[src/rtl/ioctl_rom_router.sv]
// ioctl_rom_router
// Packs the hps_io ioctl ROM download stream into DATA_W-wide little-endian
// words and routes each word to one of NUM_REG ROM regions by address window.
// Also captures the title-number byte and reports busy/done/err status.
// Optional feature macro: IOCTL_ROM_ROUTER_CKSUM_EN (16-bit wrapping byte sum).
module ioctl_rom_router #(
   parameter int unsigned           DATA_W    = 8,
   parameter int unsigned           NUM_REG   = 4,
   parameter logic [16*NUM_REG-1:0] REG_BASE  = {16'hC000, 16'h8000, 16'h4000, 16'h0000},
   parameter logic [16*NUM_REG-1:0] REG_SIZE  = {16'h4000, 16'h4000, 16'h4000, 16'h4000},
   parameter logic [7:0]            ROM_INDEX = 8'd0,
   parameter logic [7:0]            TNO_INDEX = 8'd1,
   parameter int unsigned           WADDR_W   = 14
) (
   input  logic               clk_sys,
   input  logic               reset_n,
   input  logic               ioctl_download,
   input  logic [7:0]         ioctl_index,
   input  logic               ioctl_wr,
   input  logic [24:0]        ioctl_addr,
   input  logic [7:0]         ioctl_dout,
   output logic [NUM_REG-1:0] rom_we,
   output logic [WADDR_W-1:0] rom_addr,
   output logic [DATA_W-1:0]  rom_data,
   output logic [7:0]         tno,
   output logic               busy,
   output logic               done,
   output logic               err,
   output logic [15:0]        checksum
);

   localparam int unsigned BYTES = DATA_W / 8;
   localparam int unsigned LB    = $clog2(BYTES);
   localparam int unsigned LBW   = (LB == 0) ? 1 : LB;
   localparam int unsigned RW    = (NUM_REG > 1) ? $clog2(NUM_REG) : 1;
   localparam logic [DATA_W-1:0] FILL = '1;

   localparam logic [1:0] S_IDLE  = 2'd0;
   localparam logic [1:0] S_LOAD  = 2'd1;
   localparam logic [1:0] S_FLUSH = 2'd2;
   localparam logic [1:0] S_DONE  = 2'd3;

   logic [1:0]         state;
   logic               dl_q;

   // partially assembled word and its tag
   logic [DATA_W-1:0]  buf_data;
   logic               buf_dirty;
   logic [RW-1:0]      buf_reg;
   logic [WADDR_W-1:0] buf_addr;

   // one-entry holding slot for a word completed on the same strobe as a flush
   logic               pend_vld;
   logic [DATA_W-1:0]  pend_data;
   logic [RW-1:0]      pend_reg;
   logic [WADDR_W-1:0] pend_addr;

   logic               hit;
   logic [RW-1:0]      hit_reg;
   logic [15:0]        hit_off;
   logic [WADDR_W-1:0] hit_addr;
   int unsigned        lane;
   logic               complete;
   logic               flush_old;
   logic [DATA_W-1:0]  merged;

   logic               dl_rise;
   logic               dl_fall;
   logic               rom_strobe;
   logic               rom_hit;
   logic               start_load;
   logic               pend_load;

   logic               em_vld;
   logic [RW-1:0]      em_reg;
   logic [WADDR_W-1:0] em_addr;
   logic [DATA_W-1:0]  em_data;
   logic [NUM_REG-1:0] em_we;

   assign dl_rise    = ioctl_download && !dl_q;
   assign dl_fall    = !ioctl_download && dl_q;
   assign rom_strobe = ioctl_wr && (ioctl_index == ROM_INDEX);
   assign rom_hit    = (state == S_LOAD) && rom_strobe && hit;
   assign start_load = (state == S_IDLE) && dl_rise && (ioctl_index == ROM_INDEX);
   // with a flush pending the buffer is always clean, so pend_vld never meets flush_old
   assign pend_load  = rom_hit && complete && (flush_old || pend_vld);

   // Region decode (lowest region wins), word address, lane merge and flush detect
   always_comb begin
      hit     = 1'b0;
      hit_reg = '0;
      hit_off = '0;
      for (int unsigned r = 0; r < NUM_REG; r++) begin
         if (!hit && (ioctl_addr[24:16] == 9'd0)
             && ({1'b0, ioctl_addr[15:0]} >= {1'b0, REG_BASE[16*r +: 16]})
             && ({1'b0, ioctl_addr[15:0]} <
                 ({1'b0, REG_BASE[16*r +: 16]} + {1'b0, REG_SIZE[16*r +: 16]}))) begin
            hit     = 1'b1;
            hit_reg = RW'(r);
            hit_off = ioctl_addr[15:0] - REG_BASE[16*r +: 16];
         end
      end
      hit_addr  = WADDR_W'(hit_off >> LB);
      lane      = 32'(ioctl_addr[LBW-1:0]) & (BYTES - 1);
      complete  = (lane == BYTES - 1);
      flush_old = buf_dirty && ((hit_reg != buf_reg) || (hit_addr != buf_addr));
      merged    = flush_old ? FILL : buf_data;
      for (int unsigned b = 0; b < BYTES; b++) begin
         if (b == lane) merged[8*b +: 8] = ioctl_dout;
      end
   end

   // Select the word to emit this cycle: flushed buffer, held word, or fresh word
   always_comb begin
      em_vld  = 1'b0;
      em_reg  = buf_reg;
      em_addr = buf_addr;
      em_data = buf_data;
      em_we   = '0;
      if (state == S_LOAD) begin
         if (rom_hit && flush_old) begin
            em_vld = 1'b1;
         end else if (pend_vld) begin
            em_vld  = 1'b1;
            em_reg  = pend_reg;
            em_addr = pend_addr;
            em_data = pend_data;
         end else if (rom_hit && complete) begin
            em_vld  = 1'b1;
            em_reg  = hit_reg;
            em_addr = hit_addr;
            em_data = merged;
         end
      end else if (state == S_FLUSH) begin
         if (pend_vld) begin
            em_vld  = 1'b1;
            em_reg  = pend_reg;
            em_addr = pend_addr;
            em_data = pend_data;
         end else if (buf_dirty) begin
            em_vld = 1'b1;
         end
      end
      for (int unsigned r = 0; r < NUM_REG; r++) begin
         em_we[r] = em_vld && (em_reg == RW'(r));
      end
   end

   // Transfer FSM, byte buffer, holding slot and status flags
   always_ff @(posedge clk_sys or negedge reset_n) begin
      if (!reset_n) begin
         state     <= S_IDLE;
         dl_q      <= 1'b0;
         busy      <= 1'b0;
         done      <= 1'b0;
         err       <= 1'b0;
         buf_data  <= FILL;
         buf_dirty <= 1'b0;
         buf_reg   <= '0;
         buf_addr  <= '0;
         pend_vld  <= 1'b0;
         pend_data <= FILL;
         pend_reg  <= '0;
         pend_addr <= '0;
      end else begin
         dl_q <= ioctl_download;
         case (state)
            S_IDLE: begin
               if (start_load) begin
                  state     <= S_LOAD;
                  busy      <= 1'b1;
                  err       <= 1'b0;
                  buf_data  <= FILL;
                  buf_dirty <= 1'b0;
                  pend_vld  <= 1'b0;
               end
            end
            S_LOAD: begin
               if (rom_strobe && !hit) err <= 1'b1;
               if (rom_hit) begin
                  if (complete) begin
                     buf_data  <= FILL;
                     buf_dirty <= 1'b0;
                  end else begin
                     buf_data  <= merged;
                     buf_dirty <= 1'b1;
                     buf_reg   <= hit_reg;
                     buf_addr  <= hit_addr;
                  end
               end
               if (pend_load) begin
                  pend_vld  <= 1'b1;
                  pend_data <= merged;
                  pend_reg  <= hit_reg;
                  pend_addr <= hit_addr;
               end else begin
                  pend_vld  <= 1'b0;
               end
               if (dl_fall) state <= S_FLUSH;
            end
            S_FLUSH: begin
               pend_vld <= 1'b0;
               if (!pend_vld) begin
                  buf_data  <= FILL;
                  buf_dirty <= 1'b0;
               end
               if (!(pend_vld && buf_dirty)) begin
                  state <= S_DONE;
                  busy  <= 1'b0;
                  done  <= 1'b1;
               end
            end
            S_DONE:  state <= S_IDLE;
            default: state <= S_IDLE;
         endcase
      end
   end

   // Registered ROM write port: one-cycle strobe, address/data held between writes
   always_ff @(posedge clk_sys or negedge reset_n) begin
      if (!reset_n) begin
         rom_we   <= '0;
         rom_addr <= '0;
         rom_data <= '0;
      end else begin
         rom_we <= em_we;
         if (em_vld) begin
            rom_addr <= em_addr;
            rom_data <= em_data;
         end
      end
   end

   // Title number capture, independent of the ROM FSM
   always_ff @(posedge clk_sys or negedge reset_n) begin
      if (!reset_n) begin
         tno <= 8'h00;
      end else if (ioctl_wr && (ioctl_index == TNO_INDEX) && (ioctl_addr == 25'd0)) begin
         tno <= ioctl_dout;
      end
   end

`ifdef IOCTL_ROM_ROUTER_CKSUM_EN
   // Wrapping sum of accepted ROM bytes; only changes while loading
   always_ff @(posedge clk_sys or negedge reset_n) begin
      if (!reset_n) begin
         checksum <= 16'h0000;
      end else if (start_load) begin
         checksum <= 16'h0000;
      end else if (rom_hit) begin
         checksum <= checksum + {8'h00, ioctl_dout};
      end
   end
`else
   assign checksum = 16'h0000;
`endif

endmodule

[config.mk]
export PLATFORM = sky130hd
export DESIGN_NAME = ioctl_rom_router
export DESIGN_NICKNAME = d
export VERILOG_FILES = /design/src/rtl/ioctl_rom_router.sv
export SDC_FILE = /design/constraint.sdc
export NUM_CORES = 1
export LEC_CHECK = 0
export ABC_AREA = 1
export BUFFER_PORTS_ARGS = -buffer_cell sky130_fd_sc_hd__buf_4
export CAP_MARGIN = 0
export CORE_ASPECT_RATIO = 0.75
export CORE_MARGIN = 1
export CORE_UTILIZATION = 41
export CTS_BUF_LIST = sky130_fd_sc_hd__clkbuf_16
export CTS_CLUSTER_DIAMETER = 30
export DETAILED_ROUTE_END_ITERATION = 7
export PLACE_DENSITY = 0.77
export REMOVE_ABC_BUFFERS = 1
export SLEW_MARGIN = 20
export SYNTH_ARGS = -nofsm -noshare
export SYNTH_HDL_FRONTEND = slang
export SYNTH_SLANG_ARGS = --single-unit
[constraint.sdc]
create_clock -name clk_sys -period 5 [get_ports clk_sys]
set_clock_uncertainty 0.05 [all_clocks]
set_input_delay 0.25 -clock clk_sys [delete_from_list [all_inputs] [get_ports clk_sys]]
set_output_delay 0.25 -clock clk_sys [all_outputs]
set_load 0.01 [all_outputs]
==> results.txt <==
----------------------------------------------------
[Global route]
  Maximum number of pins on one net before global-route repair ... 66
  Wire length of the first global-routing pass ... about 12 mm
  Antenna violations before repair ... 0
  Total routing resource utilization after global routing ... 19.2%
  Vias in the first global route ... around 2600
  Total global routing overflow ... 0

[Placed design]
  Buffers added on ports ... between 80 and 90
  Final weighted congestion in routability-driven placement ... 0.802
  Detail Placement HPWL ... approximately 5.3 mm
  Inst Count DP ... ~570

[Yosys]
  Synth unique cells ... 30
  Total of warnings raised by yosys ... 0
  Share of Yosys cell area claimed by the top area cell type ... a little over two fifths
  Most frequently used cell type in the post-synthesis netlist ... sky130_fd_sc_hd__nand2_1
  Most used flip-flop cell after synthesis ... sky130_fd_sc_hd__dfrtp_1
  Post-synth top cells ... sky130_fd_sc_hd__nand2_1 (130), sky130_fd_sc_hd__dfrtp_1 (57), sky130_fd_sc_hd__inv_1 (40)
  Synth area leaders ... sky130_fd_sc_hd__dfrtp_1 (44%), sky130_fd_sc_hd__nand2_1 (15%), sky130_fd_sc_hd__dfstp_2 (6.5%)
  Post-synth top area cell ... sky130_fd_sc_hd__dfrtp_1
  Area of the mapped netlist ... 0.00325 mm^2
  Number of enable-type register cells in the synthesized netlist ... 0
  Sequential share of the synthesized area ... approximately half
  Avg Cell Area, Syn ... between 8 and 9 um^2
  Count of mapped cells out of synthesis ... ~400
  Number of synthesized register bits ... 65
  Asr flop ratio synth ... 100%

[Detailed routing]
  Vias per cell ... 4.69
  Total DRC errors in the routed layout ... 0
  First drt pass iteration count ... 5
  Via count of the routed design ... between 2000 and 3000
  Routed wire per std cell ... around 13 um
  Detail Route Antenna Nets ... 0
  Total Wirelength ... 7.34 mm
  1st-iter DRT viols ... around 130

[Floorplanning]
  Number of rows in the core area ... 27
  Boundary pin count ... between 90 and 100
  Die ar. ... just over 0.008 mm^2
  DIE HEIGHT ... approximately 79 um
  Initial core utilization ... between 40% and 50%
  Total core area ... 0.00750 mm^2
  Width of the chip ... 105 um

[Critical path]
  Startpoint Class ... register
  Category of the critical setup timing path ... reg2reg
  FF-to-FF setup slack ... 2.57 ns
  Required time of the critical path ... 5.16 ns
  Capture instance of the worst register-to-register path ... rom_addr[11]$_DFFE_PN0P_
  Capturing element type of the critical path ... register
  Worst r2r src ... state[1]$_DFFE_PN0P_
  Reg2Reg Depth ... 9
  Biggest fanout along the worst timing path ... 18
  Worst Path Arrival ... 2.59 ns

[Final layout]
  Fraction of layout cells with a size suffix above 1 ... around 26%
  Number of standard cells in the final layout excluding fillers ... 582
  Synthesis-to-layout area growth ... 26.6%
  Count of filler cells inserted in the layout ... between 700 and 800
  Net count reported at finish ... roughly 530
  Utilization of the core after routing ... 54.9%
  Antenna diode count ... 0
  Largest registers in the final layout ... pend_addr x14, rom_addr x14

[STA]
  Headroom to the max-slew limit ... between 40% and 50%
  Number of hold violations in the final report ... 0
  Max Transition Viols Final ... 0
  Slew at the pin with the worst max-slew slack ... roughly 0.9 ns
  Final cycle utilization of the critical path ... 48.5%
  # setup viols final ... 0
  Aggregate negative setup slack ... 0 ns
  Fmax ... 412 MHz
  Unrepaired setup endpoints after global routing ... false
  Fin crit period ... 2.43 ns

[Power]
  Final total power ... ~1.3 mW
  Largest voltage drop on the vdd net ... between 0.1 and 0.15 mV
  Leakage power ... 2.14 nW
  Pwr/cell area ... just over 300 mW/mm^2

[Run]
  Number of maximum-capacitance violations ... 0

[Clock tree]
  Maximum clock path buffer count ... 2
  Clock latency reported for the late side of the worst-skew pair ... 0.33 ns
  CTS tree ... done
  Post-CTS Hold Buffers ... 2
  Clk sink count ... 65
  CTS clock-pin slew for the worst setup and hold paths ... roughly 0.05 ns
  H-tree levels ... 3
  Post-CTS Setup Bufs ... 0
  Clock Root Buffer ... sky130_fd_sc_hd__clkbuf_16
  Number of CTS-inserted buffers ... 9
  Number of cells upsized or downsized after cts ... 0

[Worst hold path]
  Hold Path End ... rom_addr[2]$_DFFE_PN0P_
  Worst hold path stage count ... 3
  Launch instance of the worst min-delay path ... ioctl_addr[2]
  Min-Delay Path Class ... in2reg

[Outcome]
  Status ... complete, no violations

----------------------------------------------------
-- metrics by stage --
step / worst slack (ns) / hold WS [ns] / cell area [um^2]
final: 2.57 / 0.104 / 4120
after global routing: 2.32 / 0.103 / 4120
after CTS: 2.54 / 0.0959 / 4120
after detailed placement: 2.57 / 0.331 / 3850
after global placement: 2.70 / 0.333 / 3850
after floorplan: 3.02 / -0.0956 / 3110
-- critical path: stages (launching register included) --
cell	delay, ns
sky130_fd_sc_hd__dfrtp_1	0.41
sky130_fd_sc_hd__inv_1	0.09
sky130_fd_sc_hd__ha_1	0.40
sky130_fd_sc_hd__inv_1	0.20
sky130_fd_sc_hd__a21oi_4	0.48
sky130_fd_sc_hd__inv_2	0.25
sky130_fd_sc_hd__nand2_4	0.15
sky130_fd_sc_hd__inv_2	0.12
sky130_fd_sc_hd__nand2_1	0.10
sky130_fd_sc_hd__nand3_2	0.06
-- worst max-delay path by stage --
stage                    startpoint                  endpoint  slack [ns]  cells after the start
2_1_floorplan  state[1]$_DFFE_PN0P_  pend_addr[0]$_DFFE_PN0P_        3.02                      9
3_3_place_gp   state[1]$_DFFE_PN0P_   rom_addr[5]$_DFFE_PN0P_        2.70                      9
3_5_place_dp   state[1]$_DFFE_PN0P_   rom_addr[7]$_DFFE_PN0P_        2.57                      9
4_1_cts        state[1]$_DFFE_PN0P_   rom_addr[7]$_DFFE_PN0P_        2.54                      9
5_1_grt        state[1]$_DFFE_PN0P_   rom_addr[7]$_DFFE_PN0P_        2.32                      9
6_report       state[1]$_DFFE_PN0P_  rom_addr[11]$_DFFE_PN0P_        2.57                      9
-- report_power, final --
part / internal, mW / switching, mW
registers: 0.540 / 0.0113
clock network: 0.320 / 0.199
logic: 0.0718 / 0.118
total: 0.932 / 0.328
-- cell usage in the layout (no fill, tap or decap), types with 3 or more instances in the layout --
| master | synthesis | layout |
|---|---|---|
| sky130_fd_sc_hd__buf_4 | 16 | 82 |
| sky130_fd_sc_hd__clkbuf_16 | 0 | 9 |
| sky130_fd_sc_hd__conb_1 | 1 | 16 |
| sky130_fd_sc_hd__dfrtp_1 | 57 | 57 |
| sky130_fd_sc_hd__dfstp_2 | 8 | 8 |
| sky130_fd_sc_hd__ha_1 | 4 | 4 |
| sky130_fd_sc_hd__inv_1 | 40 | 45 |
| sky130_fd_sc_hd__inv_2 | 3 | 3 |
| sky130_fd_sc_hd__nand2_1 | 130 | 130 |
| sky130_fd_sc_hd__nand3_1 | 24 | 24 |
| sky130_fd_sc_hd__nand3_2 | 8 | 8 |
| sky130_fd_sc_hd__nand3b_1 | 8 | 8 |
| sky130_fd_sc_hd__nand4_1 | 6 | 6 |
| sky130_fd_sc_hd__nor2_1 | 33 | 33 |
| sky130_fd_sc_hd__o21ai_0 | 5 | 5 |
| sky130_fd_sc_hd__o21ai_1 | 15 | 15 |
| sky130_fd_sc_hd__o21ai_2 | 5 | 5 |
| sky130_fd_sc_hd__or2_0 | 7 | 7 |
-- final cells by class --
type                    instances  area (um^2)  share of cell area [%]
inverters                      43          161                    3.92
clock inverters                 6         22.5                   0.547
flip-flops and latches         65         1640                    39.7
clock buffers                   9          225                    5.47
repair buffers                 84          636                    15.4
well taps                     101          126                    3.07
multi-input cells             274         1310                    31.8
-- layer usage --
| layer | routed length [um] | vias up | share of wire [%] | track usage, % |
|---|---|---|---|---|
| met5 | 0 | - | 0 | 0 |
| met4 | 92 | 0 | 1.3 | 6.20 |
| met3 | 529 | 10 | 7.2 | 7.39 |
| met2 | 3250 | 88 | 44 | 28.5 |
| met1 | 3470 | 1274 | 47 | 25.9 |
| li1 | - | 1360 | - | - |
-- logic make-up (layout without fill, tap and decap cells) --
logic type | after synthesis | in the layout | synth area share [%]
compound gates | 28 | 28 | 5.31
other cells | 1 | 16 | 0.115
fa+ha+maj | 4 | 4 | 1.54
buf+inv | 71 | 142 | 11.1
flops | 65 | 65 | 50.3
simple gates | 226 | 226 | 31.6
Power figures use the tool's default switching activity.
